`src/rtl/ctrl_pkg.sv`:
```
// Shared definitions for the instruction sequencer: opcode encodings on the
// low four opcode bits and the controller state encoding.
package ctrl_pkg;

  localparam logic [3:0] OP_NOP    = 4'b0000;
  localparam logic [3:0] OP_LOAD   = 4'b0001;
  localparam logic [3:0] OP_READ   = 4'b0011;
  localparam logic [3:0] OP_ALU_LO = 4'b0100;
  localparam logic [3:0] OP_ALU_HI = 4'b1101;

  typedef enum logic [1:0] {
    ST_IDLE  = 2'd0,
    ST_ISSUE = 2'd1,
    ST_WAIT  = 2'd2,
    ST_DONE  = 2'd3
  } state_t;

endpackage

```
`src/rtl/op_decode.sv`:
```
// Combinational instruction classifier.
// Ports:
//   opcode     : opcode field of the latched instruction
//   sel        : register-select field of the latched instruction
//   is_nop/is_load/is_read/is_alu/is_illegal : one-hot class of the instruction
module op_decode
  import ctrl_pkg::*;
#(
  parameter int OPCODE_W = 4,
  parameter int SEL_W    = 2,
  parameter int NUM_REGS = 4
) (
  input  logic [OPCODE_W-1:0] opcode,
  input  logic [SEL_W-1:0]    sel,
  output logic                is_nop,
  output logic                is_load,
  output logic                is_read,
  output logic                is_alu,
  output logic                is_illegal
);

  logic [3:0] op_lo;
  logic       upper_nz;
  logic       sel_ok;

  assign op_lo  = opcode[3:0];
  assign sel_ok = (32'(sel) < NUM_REGS);

  // Opcodes are only defined on the low four bits; anything above must be zero.
  if (OPCODE_W > 4) begin : g_hi
    assign upper_nz = |opcode[OPCODE_W-1:4];
  end else begin : g_no_hi
    assign upper_nz = 1'b0;
  end

  always_comb begin
    is_nop     = 1'b0;
    is_load    = 1'b0;
    is_read    = 1'b0;
    is_alu     = 1'b0;
    is_illegal = 1'b0;
    if (upper_nz) begin
      is_illegal = 1'b1;
    end else begin
      case (op_lo)
        OP_NOP:  is_nop = 1'b1;
        OP_LOAD: begin
          if (sel_ok) is_load    = 1'b1;
          else        is_illegal = 1'b1;
        end
        OP_READ: is_read = 1'b1;
        default: begin
          if (op_lo >= OP_ALU_LO && op_lo <= OP_ALU_HI) is_alu     = 1'b1;
          else                                          is_illegal = 1'b1;
        end
      endcase
    end
  end

endmodule

```
`src/rtl/seq_controller.sv`:
```
// Multi-cycle instruction sequencer. Accepts one instruction per handshake,
// issues a single-cycle strobe for it, and for ALU ops waits for alu_done
// (bounded by a watchdog) before pulsing write-back.
// Ports:
//   clk, rst          : clock, synchronous active-high reset
//   instr_valid/instr : incoming instruction {opcode, sel}
//   instr_ready       : high in IDLE
//   load_en           : one-hot operand-register load strobe
//   read_en, rd_sel   : readout strobe and register index
//   alu_start, alu_op : ALU issue strobe and latched opcode
//   alu_done          : ALU completion pulse
//   wb_en             : result write-back strobe
//   busy              : !instr_ready
//   err_illegal, err_timeout : sticky error flags, cleared by err_clr
module seq_controller
  import ctrl_pkg::*;
#(
  parameter int OPCODE_W = 4,
  parameter int SEL_W    = 2,
  parameter int NUM_REGS = 4,
  parameter int TIMEOUT  = 16
) (
  input  logic                      clk,
  input  logic                      rst,
  input  logic                      instr_valid,
  input  logic [OPCODE_W+SEL_W-1:0] instr,
  output logic                      instr_ready,
  output logic [NUM_REGS-1:0]       load_en,
  output logic                      read_en,
  output logic [SEL_W-1:0]          rd_sel,
  output logic                      alu_start,
  output logic [OPCODE_W-1:0]       alu_op,
  input  logic                      alu_done,
  output logic                      wb_en,
  output logic                      busy,
  output logic                      err_illegal,
  output logic                      err_timeout,
  input  logic                      err_clr
);

  localparam int CNT_W = $clog2(TIMEOUT);
  localparam logic [CNT_W-1:0] CNT_LAST = CNT_W'(TIMEOUT - 1);

  state_t                      state, state_d;
  logic [OPCODE_W+SEL_W-1:0]   instr_q;
  logic [CNT_W-1:0]            cnt, cnt_d;
  logic                        set_ill, set_to;
  logic                        is_nop, is_load, is_read, is_alu, is_illegal;
  logic [OPCODE_W-1:0]         opcode_q;
  logic [SEL_W-1:0]            sel_q;
  logic                        issue;

  assign opcode_q = instr_q[OPCODE_W+SEL_W-1:SEL_W];
  assign sel_q    = instr_q[SEL_W-1:0];

  op_decode #(
    .OPCODE_W (OPCODE_W),
    .SEL_W    (SEL_W),
    .NUM_REGS (NUM_REGS)
  ) u_dec (
    .opcode     (opcode_q),
    .sel        (sel_q),
    .is_nop     (is_nop),
    .is_load    (is_load),
    .is_read    (is_read),
    .is_alu     (is_alu),
    .is_illegal (is_illegal)
  );

  always_ff @(posedge clk) begin
    if (rst) begin
      state       <= ST_IDLE;
      instr_q     <= '0;
      cnt         <= '0;
      err_illegal <= 1'b0;
      err_timeout <= 1'b0;
    end else begin
      state <= state_d;
      cnt   <= cnt_d;
      if (instr_valid && instr_ready) instr_q <= instr;
      // A set event outranks a clear in the same cycle.
      err_illegal <= set_ill | (err_illegal & ~err_clr);
      err_timeout <= set_to  | (err_timeout & ~err_clr);
    end
  end

  // The counter holds cycles elapsed since alu_start, with the issue cycle
  // itself counted as the first, so the last WAIT cycle is where it reaches
  // TIMEOUT-1 and the flag lands TIMEOUT cycles after alu_start.
  always_comb begin
    state_d = state;
    cnt_d   = cnt;
    set_ill = 1'b0;
    set_to  = 1'b0;
    case (state)
      ST_IDLE: begin
        if (instr_valid) state_d = ST_ISSUE;
      end
      ST_ISSUE: begin
        set_ill = is_illegal;
        if (is_alu) begin
          state_d = ST_WAIT;
          cnt_d   = CNT_W'(1);
        end else begin
          state_d = ST_IDLE;
        end
      end
      ST_WAIT: begin
        if (alu_done) begin
          state_d = ST_DONE;
        end else if (cnt == CNT_LAST) begin
          set_to  = 1'b1;
          state_d = ST_IDLE;
        end else begin
          cnt_d = cnt + CNT_W'(1);
        end
      end
      ST_DONE: state_d = ST_IDLE;
      default: state_d = ST_IDLE;
    endcase
  end

  assign issue       = (state == ST_ISSUE);
  assign instr_ready = (state == ST_IDLE);
  assign busy        = ~instr_ready;
  assign read_en     = issue & is_read;
  assign rd_sel      = sel_q;
  assign alu_start   = issue & is_alu;
  assign alu_op      = opcode_q;
  assign wb_en       = (state == ST_DONE);

  always_comb begin
    load_en = '0;
    for (int i = 0; i < NUM_REGS; i++) begin
      load_en[i] = issue & is_load & (sel_q == SEL_W'(i));
    end
  end

endmodule

```
`config.mk`:
```
export PLATFORM = sky130hd
export DESIGN_NAME = seq_controller
export DESIGN_NICKNAME = d
export VERILOG_FILES = /design/src/rtl/ctrl_pkg.sv /design/src/rtl/op_decode.sv /design/src/rtl/seq_controller.sv
export SDC_FILE = /design/constraint.sdc
export NUM_CORES = 1
export LEC_CHECK = 0
export BUFFER_PORTS_ARGS = -buffer_cell sky130_fd_sc_hd__clkbuf_2
export CORE_ASPECT_RATIO = 1.5
export CORE_UTILIZATION = 37
export DETAILED_ROUTE_END_ITERATION = 8
export PLACE_DENSITY = 0.76
export SLEW_MARGIN = 20
export SYNTH_ARGS = -nofsm -noshare
export SYNTH_HDL_FRONTEND = slang
export SYNTH_SLANG_ARGS = --single-unit
export TNS_END_PERCENT = 100
```
`constraint.sdc`:
```
create_clock -name clk -period 1.31 [get_ports clk]
set_input_delay 0.1965 -clock clk [delete_from_list [all_inputs] [get_ports clk]]
set_output_delay 0.1965 -clock clk [all_outputs]
set_load 0.01 [all_outputs]
```
==> results of run 1 <==
metal layers:
| metal | vias up | global-route usage, % |
|---|---|---|
| li1 | 388 | - |
| met1 | 385 | 21.5 |
| met2 | 27 | 35.6 |
| met3 | 6 | 1.89 |
| met4 | 0 | 10.3 |
| met5 | - | 0 |
area by class of cell:
class                   count  area [um2]
fillers                   165         816
inverters                   5        21.3
well taps                  22        27.5
repair buffers             45         335
flip-flops and latches     14         284
clock buffers               3        22.5
multi-input cells          59         520
sequential cells by signal, summed over array words and instances, names as in the netlist:
register     cells
cnt              4
err_timeout      1
instr_q          6
state            2
err_illegal      1
metrics by stage:
stage          worst slack (ps)  setup TNS, ps  util (%)
2_1_floorplan              4.47              0         -
3_3_place_gp               57.8              0      49.9
3_5_place_dp               35.0              0      49.9
4_1_cts                    -282          -2890      55.4
5_1_grt                    -310          -3870      59.8
6_report                   -236          -2900      59.8
report_power, final:
group | total, mW | internal [mW] | leakage, nW | switching, mW
clock network | 0.239 | 0.107 | 0.0138 | 0.133
logic | 0.245 | 0.131 | 0.395 | 0.113
registers | 0.470 | 0.446 | 0.115 | 0.0245
total | 0.954 | 0.683 | 0.525 | 0.270
worst max-delay path by stage:
| stage | start | end | slack [ps] | cells past startpoint |
|---|---|---|---|---|
| after floorplan | state[0]$_SDFFE_PP0P_ | load_en[2] | 4 | 3 |
| final | state[1]$_SDFFE_PP0P_ | load_en[3] | -240 | 4 |
| after detailed placement | state[1]$_SDFFE_PP0P_ | load_en[3] | 30 | 4 |
| after global placement | state[1]$_SDFFE_PP0P_ | load_en[2] | 60 | 4 |
| after CTS | state[1]$_SDFFE_PP0P_ | load_en[0] | -280 | 4 |
| after global routing | state[1]$_SDFFE_PP0P_ | load_en[3] | -310 | 4 |
cell families (layout without fill, tap and decap cells):
family,Yosys count,count (layout),synth area share [%]
simple gates,39,39,37.6
fa+ha+maj,1,1,1.59
buf+inv,8,53,4.92
compound gates,12,12,11.4
flops,14,14,35.6
mux,7,7,8.89
cell usage in the layout (no fill, tap or decap), types with 2 or more instances in the layout:
| cell type | Yosys | final |
|---|---|---|
| inv_1 | 4 | 3 |
| nor3b_4 | 1 | 2 |
| dfxtp_1 | 14 | 11 |
| buf_4 | 0 | 12 |
| clkbuf_2 | 0 | 19 |
| buf_12 | 0 | 2 |
| nand3_1 | 3 | 2 |
| clkbuf_4 | 0 | 3 |
| dfxtp_2 | 0 | 3 |
| nor2_1 | 8 | 7 |
| nor4_2 | 3 | 3 |
| nand4_1 | 2 | 2 |
| o211ai_1 | 2 | 2 |
| buf_2 | 1 | 4 |
| mux2i_1 | 7 | 7 |
| and2b_1 | 2 | 2 |
| nand3_4 | 1 | 2 |
| buf_6 | 1 | 8 |
| nor4b_2 | 2 | 2 |
| nor3_1 | 3 | 3 |
| a21oi_1 | 5 | 5 |
| nand2b_1 | 4 | 4 |
tightest hold or removal path, stage by stage:
cell and delay, ps:
clkbuf_2 80, mux2i_1 50, nor2_1 70
what timing repair did:
item	in CTS	in global routing
gates cloned	0	0
pin swaps	3	5
setup buffers	6	5
gates resized for setup	10	23
setup endpoints to repair	8	19
==> results.sh, run 1 <==
export IMPL_drv_slew=0
export IMPL_start_kind="flop"
export IMPL_met2_length_mm=1.30
export IMPL_synth_top_cell_by_area="dfxtp_1"
export IMPL_clkSlewWorstSetupHoldPaths_ps=80
export IMPL_r2r_end="instr_q[4]$_SDFFE_PP0P_"
export IMPL_grt_remaining_overflow=0
export IMPL_worstHoldPathType="input port to flop"
export IMPL_worst_pin_slew_ps=332
export IMPL_ir_drop_mv=0.726
export IMPL_crit_fanout=5
export IMPL_slowest_stage="dfxtp_2"
export IMPL_die_y_um=58.5
export IMPL_dp_cells=136
export IMPL_crit_buf_inv=1
export IMPL_first_global_vias=761
export IMPL_cts_tree="built"
export IMPL_worst_hold_path_num_cells=3
export IMPL_holdWs_ps=150
export IMPL_place_port_buffers=27
export IMPL_ys_seq_area_share_pct=35.6
export IMPL_drtPass1Iterations=4
export IMPL_min_from="instr[5]"
export IMPL_outcome="complete, but fails checks"
export IMPL_ios=28
export IMPL_ys_top_cells_by_area="dfxtp_1, mux2i_1, nor4_2, nor2_1, nor4b_2"
export IMPL_cp_cell_sequence="and2b_4, nand3_4, nor4b_2, buf_2"
export IMPL_hold_viol_final=0
export IMPL_grt_pass1_wl_mm=3.26
export IMPL_cts_sinks=14
export IMPL_required_ps=1110
export IMPL_placed_area_um2=1010
export IMPL_synth_area_um2=788
export IMPL_die_width_um=39.7
export IMPL_drc_errors=0
export IMPL_h_tree_depth=1
export IMPL_hold_end="instr_q[5]$_SDFFE_PP0P_"
export IMPL_met1_length_um=748
export IMPL_post_route_cell_area_um2=1210
export IMPL_crit_family="simple AND/OR/NAND/NOR gates"
export IMPL_ant_nets=0
export IMPL_ys_seq_elements=14
export IMPL_met3_length_um=76
export IMPL_numCtsBuffers=3
export IMPL_rsz0062_at_grt="true"
export IMPL_ys_warnings_count=0
export IMPL_synth_cell_types=35
export IMPL_vias=806
export IMPL_r2r_worst_path_cells=8
export IMPL_dieArea_um2=2320
export IMPL_synth_most_common_cell="dfxtp_1"
export IMPL_max_freq_ghz=0.647
export IMPL_totalWireLength_mm=2.18
export IMPL_critPathMaxStageDelay_ps=320
export IMPL_viasPerCell=5.45
export IMPL_syn_area_per_cell_um2=9.73
export IMPL_cap_violations=0
export IMPL_syn_nets=93
export IMPL_ys_flop_type="dfxtp_1"
export IMPL_drtIter0Drc=14
export IMPL_final_cells=148
export IMPL_post_route_period_util_pct=118
export IMPL_synth_top_area_share_pct=35.6
export IMPL_synth_edf_count=0
export IMPL_async_reset_ff_share_pct=0
export IMPL_antenna_found_initial=0
export IMPL_initial_core_util_pct=38.9
export IMPL_detail_route_wl_per_cell_um=14.7
export IMPL_relSlewSlack_pct=77.7
export IMPL_fin_ws_ps=-236
export IMPL_critPathKind="flop to output port"
export IMPL_track_usage_pct=19.9
export IMPL_totalPowerFinal_uw=954
export IMPL_clkLatencyLatePin_ps=280
export IMPL_synthToLayoutAreaGrowth_pct=53.7
export IMPL_power_density_nw_per_um2=788
export IMPL_ctsLongestPathBuffers=2
export IMPL_fin_skew_ps=8.30
export IMPL_ff2ff_setup_slack_ps=-210
export IMPL_min_period_ps=1550
export IMPL_p_leak_nw=0.525
export IMPL_grt_max_degree=14
export IMPL_core_area_um2=2030
export IMPL_fp_row_count=20
export IMPL_synth_cells=81
export IMPL_violations="setup timing"
export IMPL_route_top_layer_used="met4"
export IMPL_ys_top_cells_by_count="dfxtp_1, nor2_1, mux2i_1, a21oi_1"
export IMPL_ctsRootBufferMaster="clkbuf_4"
export IMPL_worstReg2RegStart="state[1]$_SDFFE_PP0P_"
export IMPL_dp_hpwl_mm=1.42
export IMPL_cp_end_kind="output port"
export IMPL_ctsHoldBuffers=0
export IMPL_finalSetupViolations=18
export IMPL_cp_arrival_ps=1350
export IMPL_diodes=0
export IMPL_layout_drive_gt1_share_pct=55.6
export IMPL_place_congestion=0.816
export IMPL_fin_nets=140
(Power assumes the default switching activity.)
==> inputs of run 2 (changes only) <==
--- a/config.mk
+++ b/config.mk
@@ -9,7 +9,7 @@
 export CORE_ASPECT_RATIO = 1.5
 export CORE_UTILIZATION = 37
 export DETAILED_ROUTE_END_ITERATION = 8
-export PLACE_DENSITY = 0.76
+export PLACE_DENSITY = 0.73
 export SLEW_MARGIN = 20
 export SYNTH_ARGS = -nofsm -noshare
 export SYNTH_HDL_FRONTEND = slang
==> constraint.sdc (replaced) <==
create_clock -name clk -period 1.7 [get_ports clk]
set_input_delay 0.255 -clock clk [delete_from_list [all_inputs] [get_ports clk]]
set_output_delay 0.255 -clock clk [all_outputs]
set_load 0.01 [all_outputs]
==> run 2 against run 1 <==
Net effect: design area is 16% lower; clock skew decreased by 2.9 ps; critical path type unchanged; setup slack gained 260 ps; the run now ends clean; critical endpoint is now load_en[2]; largest cell class unchanged.
==> results.sh, run 2 (synthesized netlist as in run 1, its figures left out) <==
export IMPL_outcome="complete, no violations"
export IMPL_p_int_uw=534
export IMPL_drv_slew=0
export IMPL_synthToLayoutAreaGrowth_pct=28.4
export IMPL_power_density_nw_per_um2=721
export IMPL_hold_viol_final=0
export IMPL_p_switching_uw=196
export IMPL_die_width_um=39.7
export IMPL_ctsRootBufferMaster="clkbuf_4"
export IMPL_totalWireLength_mm=1.64
export IMPL_layout_commonest_cell="clkbuf_2"
export IMPL_max_freq_ghz=0.598
export IMPL_clkSlewWorstSetupHoldPaths_ps=80
export IMPL_start_kind="flop"
export IMPL_diodes=0
export IMPL_post_route_cell_area_um2=1010
export IMPL_largest_reg_flops=6
export IMPL_placed_area_um2=946
export IMPL_ir_drop_mv=0.521
export IMPL_p_sw_share_pct=26.9
export IMPL_dieArea_um2=2320
export IMPL_ctsLongestPathBuffers=2
export IMPL_detail_route_wl_per_cell_um=12.2
export IMPL_grt_max_degree=14
export IMPL_drc_errors=0
export IMPL_clkLatencyLatePin_ps=280
export IMPL_place_port_buffers=27
export IMPL_crit_fanout=5
export IMPL_antenna_found_initial=0
export IMPL_fillCellCount=188
export IMPL_fp_row_count=20
export IMPL_grt_remaining_overflow=0
export IMPL_relSlewSlack_pct=69.5
export IMPL_post_route_period_util_pct=98.3
export IMPL_grt_pass1_wl_mm=2.55
export IMPL_initial_core_util_pct=38.9
export IMPL_p_seq_share_pct=49.7
export IMPL_rsz0062_at_grt="true"
export IMPL_vias=719
export IMPL_core_area_um2=2030
export IMPL_cts_tree="built"
export IMPL_ant_nets=0
export IMPL_track_usage_pct=15.4
export IMPL_min_period_ps=1670
export IMPL_post_route_util_pct=49.9
export IMPL_drtPass1Iterations=4
export IMPL_layout_drive_gt1_share_pct=44.6
export IMPL_cap_violations=0
export IMPL_h_tree_depth=1
export IMPL_numCtsBuffers=3
export IMPL_critPathKind="flop to output port"
export IMPL_first_global_vias=628
export IMPL_required_ps=1440
export IMPL_dp_cells=129
export IMPL_reg_top3="instr_q x6, cnt x4, state x2"
export IMPL_worst_pin_slew_ps=457
export IMPL_final_cells=134
export IMPL_layout_common_cells="clkbuf_2, dfxtp_1, nor2_1"
export IMPL_fin_nets=125
export IMPL_max_flop_register="instr_q"
export IMPL_pwr_share_clk_pct=32.6
export IMPL_cts_sinks=14
export IMPL_ios=28
export IMPL_viasPerCell=5.37
export IMPL_dp_hpwl_mm=1.25
export IMPL_fin_skew_ps=5.35
export IMPL_dp_slack_ps=256
export IMPL_finalSetupViolations=0
export IMPL_cp_arrival_ps=1420
export IMPL_place_congestion=0.732
export IMPL_pwr_share_comb_pct=17.7
export IMPL_drtIter0Drc=5
export IMPL_die_y_um=58.5
export IMPL_cp_end_kind="output port"
export IMPL_tns_ps=0
export IMPL_worstHoldPathType="input port to flop"
export IMPL_p_leak_nw=0.428
export IMPL_fin_ws_ps=28.4
-- run 2: final cells by class --
class | count | area [um2] | area share (%)
flip-flops and latches | 14 | 285 | 28.2
clock buffers | 4 | 36.3 | 3.58
repair buffers | 30 | 158 | 15.6
inverters | 5 | 18.8 | 1.85
well taps | 22 | 27.5 | 2.72
multi-input cells | 59 | 487 | 48.1
-- run 2: timing repair --
action | 4_1_cts | 5_1_grt
endpoints found under the setup margin | 3 | 4
hold buffers | 0 | 0
resized for setup | 1 | 6
pin swaps | 0 | 0
buffers inserted | 0 | 1
-- run 2: path summary, 6_finish.rpt --
path	startpoint	end	cells after the start	slack, ps
max	state[1]$_SDFFE_PP0P_	load_en[2]	4	30
min	instr[0]	instr_q[0]$_SDFFE_PP0P_	3	200
min reg2reg	err_illegal$_SDFF_PP0_	err_illegal$_SDFF_PP0_	2	480
max reg2reg	cnt[1]$_SDFFE_PP0P_	cnt[0]$_SDFFE_PP0P_	4	240
-- run 2: metrics by stage --
step	hold WS (ps)	power (mW)
4_1_cts	202	0.728
3_3_place_gp	464	0.491
5_1_grt	206	0.762
3_5_place_dp	470	0.494
2_1_floorplan	326	0.449
6_report	200	0.730
-- run 2: routing by layer --
layer / vias to the layer above / track usage (%) / wire [um]
met5: - / 0 / 0
li1: 357 / - / -
met3: 4 / 3.40 / 94
met1: 330 / 17.8 / 663
met2: 28 / 25.8 / 849
met4: 0 / 6.90 / 32
-- run 2: worst max-delay path, cell delays in order, from the launching register on --
cell,delay (ps)
dfxtp_4,350
and2b_4,280
nand3_4,130
nor4b_4,220
buf_2,160
-- run 2: power by group through the flow --
stage               sequential (mW)  clock (mW)  combinational, mW
finish                        0.363       0.238              0.129
global route                  0.366       0.255              0.140
CTS                           0.364       0.241              0.123
detailed placement            0.371           0              0.123
global placement              0.370           0              0.121
floorplan                     0.372           0             0.0775
==> inputs of run 3 (changes only) <==
--- a/config.mk
+++ b/config.mk
@@ -5,11 +5,11 @@
 export SDC_FILE = /design/constraint.sdc
 export NUM_CORES = 1
 export LEC_CHECK = 0
+export ABC_AREA = 1
 export BUFFER_PORTS_ARGS = -buffer_cell sky130_fd_sc_hd__clkbuf_2
-export CORE_ASPECT_RATIO = 1.5
 export CORE_UTILIZATION = 37
 export DETAILED_ROUTE_END_ITERATION = 8
-export PLACE_DENSITY = 0.73
+export PLACE_DENSITY = 0.75
 export SLEW_MARGIN = 20
 export SYNTH_ARGS = -nofsm -noshare
 export SYNTH_HDL_FRONTEND = slang
==> run 3 against run 2 <==
Net effect: synthesized cell count up 23%; global-route usage grew 0.87 points; worst hold slack improved by 20 ps; register-to-register slack gained 170 ps; critical path type unchanged; die area is 9.6% lower; clock power down 24%; sequential share of layout area is 2.2 points higher; via count increased by 4.5%; total power up 9.3%; non-clock buffer count up 1; setup slack better by 7.4 ps.
==> results.sh, run 3 <==
export IMPL_totalPowerFinal_uw=798
export IMPL_placed_area_um2=870
export IMPL_viasPerCell=4.75
export IMPL_grt_pass1_wl_mm=2.35
export IMPL_holdWs_ps=220
export IMPL_crit_fanout=4
export IMPL_cts_tree="built"
export IMPL_ys_top_cells_by_count="inv_1, nand2_1, dfxtp_1, a21oi_1, nand3_1"
export IMPL_grt_remaining_overflow=0
export IMPL_ys_seq_area_share_pct=39.4
export IMPL_first_global_vias=562
export IMPL_drtPass1Iterations=4
export IMPL_cp_end_kind="output port"
export IMPL_critPathKind="flop to output port"
export IMPL_tns_ps=0
export IMPL_drtIter0Drc=6
export IMPL_fin_skew_ps=0.778
export IMPL_reg_top3="instr_q x6, cnt x4, state x2"
export IMPL_antenna_found_initial=0
export IMPL_initial_core_util_pct=40.3
export IMPL_synth_cell_types=19
export IMPL_cp_arrival_ps=1410
export IMPL_ys_top_cells_by_area="dfxtp_1, a21oi_1, inv_1, nand2_1, nand3_1"
export IMPL_rsz0062_at_grt="true"
export IMPL_cap_violations=0
export IMPL_vias=751
export IMPL_worstHoldPathType="input port to flop"
export IMPL_async_reset_ff_share_pct=0
export IMPL_clkSlewWorstSetupHoldPaths_ps=80
export IMPL_synthToLayoutAreaGrowth_pct=32.7
export IMPL_synth_area_um2=711
export IMPL_hold_viol_final=0
export IMPL_dp_hpwl_mm=1.19
export IMPL_ctsHoldBuffers=0
export IMPL_layout_commonest_cell="clkbuf_2"
export IMPL_max_flop_register="instr_q"
export IMPL_ys_seq_elements=14
export IMPL_grt_max_degree=12
export IMPL_fin_nets=147
export IMPL_syn_area_per_cell_um2=7.11
export IMPL_layout_common_cells="clkbuf_2, nand2_1, inv_1"
export IMPL_totalWireLength_mm=1.56
export IMPL_place_congestion=0.863
export IMPL_die_y_um=45.8
export IMPL_track_usage_pct=16.3
export IMPL_post_route_util_pct=53.5
export IMPL_worst_pin_slew_ps=312
export IMPL_diodes=0
export IMPL_numCtsBuffers=3
export IMPL_layout_drive_gt1_share_pct=40.6
export IMPL_dp_slack_ps=319
export IMPL_h_tree_depth=1
export IMPL_ant_nets=0
export IMPL_min_period_ps=1660
export IMPL_die_width_um=45.8
export IMPL_synth_top_cell_by_area="dfxtp_1"
export IMPL_drc_errors=0
export IMPL_drv_slew=0
export IMPL_start_kind="flop"
export IMPL_required_ps=1440
export IMPL_p_leak_nw=0.445
export IMPL_post_route_cell_area_um2=943
export IMPL_cts_sinks=14
export IMPL_dp_cells=151
export IMPL_ys_flop_type="dfxtp_1"
export IMPL_largest_reg_flops=6
export IMPL_relSlewSlack_pct=79.2
export IMPL_fp_row_count=15
export IMPL_detail_route_wl_per_cell_um=9.84
export IMPL_core_area_um2=1760
export IMPL_synth_top_area_share_pct=39.4
export IMPL_ctsLongestPathBuffers=2
export IMPL_ys_warnings_count=0
export IMPL_ios=28
export IMPL_syn_nets=112
export IMPL_place_port_buffers=27
export IMPL_ir_drop_mv=0.527
export IMPL_finalSetupViolations=0
export IMPL_final_cells=158
export IMPL_max_freq_ghz=0.601
export IMPL_outcome="complete, no violations"
export IMPL_dieArea_um2=2100
export IMPL_power_density_nw_per_um2=846
export IMPL_ctsRootBufferMaster="clkbuf_4"
export IMPL_post_route_period_util_pct=97.9
export IMPL_fin_ws_ps=35.8
export IMPL_synth_edf_count=0
export IMPL_synth_cells=100
export IMPL_clkLatencyLatePin_ps=270
[run 3: changes by cell type in the layout (fill, tap and decap cells not counted), moves of 3 or more]
cell      delta
nand2_2      +5
inv_2        +3
nor2_1       -5
nand2b_1     -4
inv_1        +9
o21ai_1      +7
nand2_1     +14
mux2i_1      -7
a21oi_1      +7
nand3_1      +6
[run 3: metal layers]
layer,vias up,wire length [um],global-route usage [%]
met5,-,0,0
met4,0,25,8.82
met3,3,87,3.97
met2,24,717,24.6
met1,326,725,21.1
li1,398,-,-
[run 3: cell families after synthesis]
group	Yosys count	share of synthesized area, %
compound gates	23	17.1
buf+inv	19	10.6
fa+ha+maj	1	1.76
simple gates	43	31.2
flops	14	39.4
[run 3: repair_timing]
action                     CTS  global route
setup buffers                0             4
resized for setup            0            14
hold endpoints to repair     0             0
setup endpoints to repair    0             4
[run 3: cell type report]
cell class                      count  area (um2)
Sequential cell                    14         287
Clock buffer                        3        22.5
Multi-Input combinational cell     67         368
Fill cell                         190         821
Tap cell                           25        31.3
Inverter                           18        70.1
Timing Repair Buffer               31         165
[run 3: critical path, stage by stage (launching register included)]
cell and delay (ps):
dfxtp_2 340, inv_2 60, nand2_2 90, inv_2 70, nand4_1 200, nor3_2 220, buf_2 150
[run 3: final timing paths]
kind | start | cells after the start | endpoint | slack (ps)
setup / recovery | instr_q[4]$_SDFFE_PP0P_ | 6 | load_en[3] | 40
hold / removal | instr[2] | 3 | instr_q[2]$_SDFFE_PP0P_ | 220
setup reg to reg | cnt[1]$_SDFFE_PP0P_ | 7 | cnt[3]$_SDFFE_PP0P_ | 410
hold reg to reg | err_illegal$_SDFF_PP0_ | 2 | err_illegal$_SDFF_PP0_ | 470
[run 3: where the power goes]
group / internal, mW / total (mW) / switching [mW] / leakage [nW]
registers: 0.359 / 0.391 / 0.0315 / 0.116
clock network: 0.0821 / 0.181 / 0.0992 / 0.0138
logic: 0.0927 / 0.226 / 0.133 / 0.315
total: 0.534 / 0.798 / 0.264 / 0.445
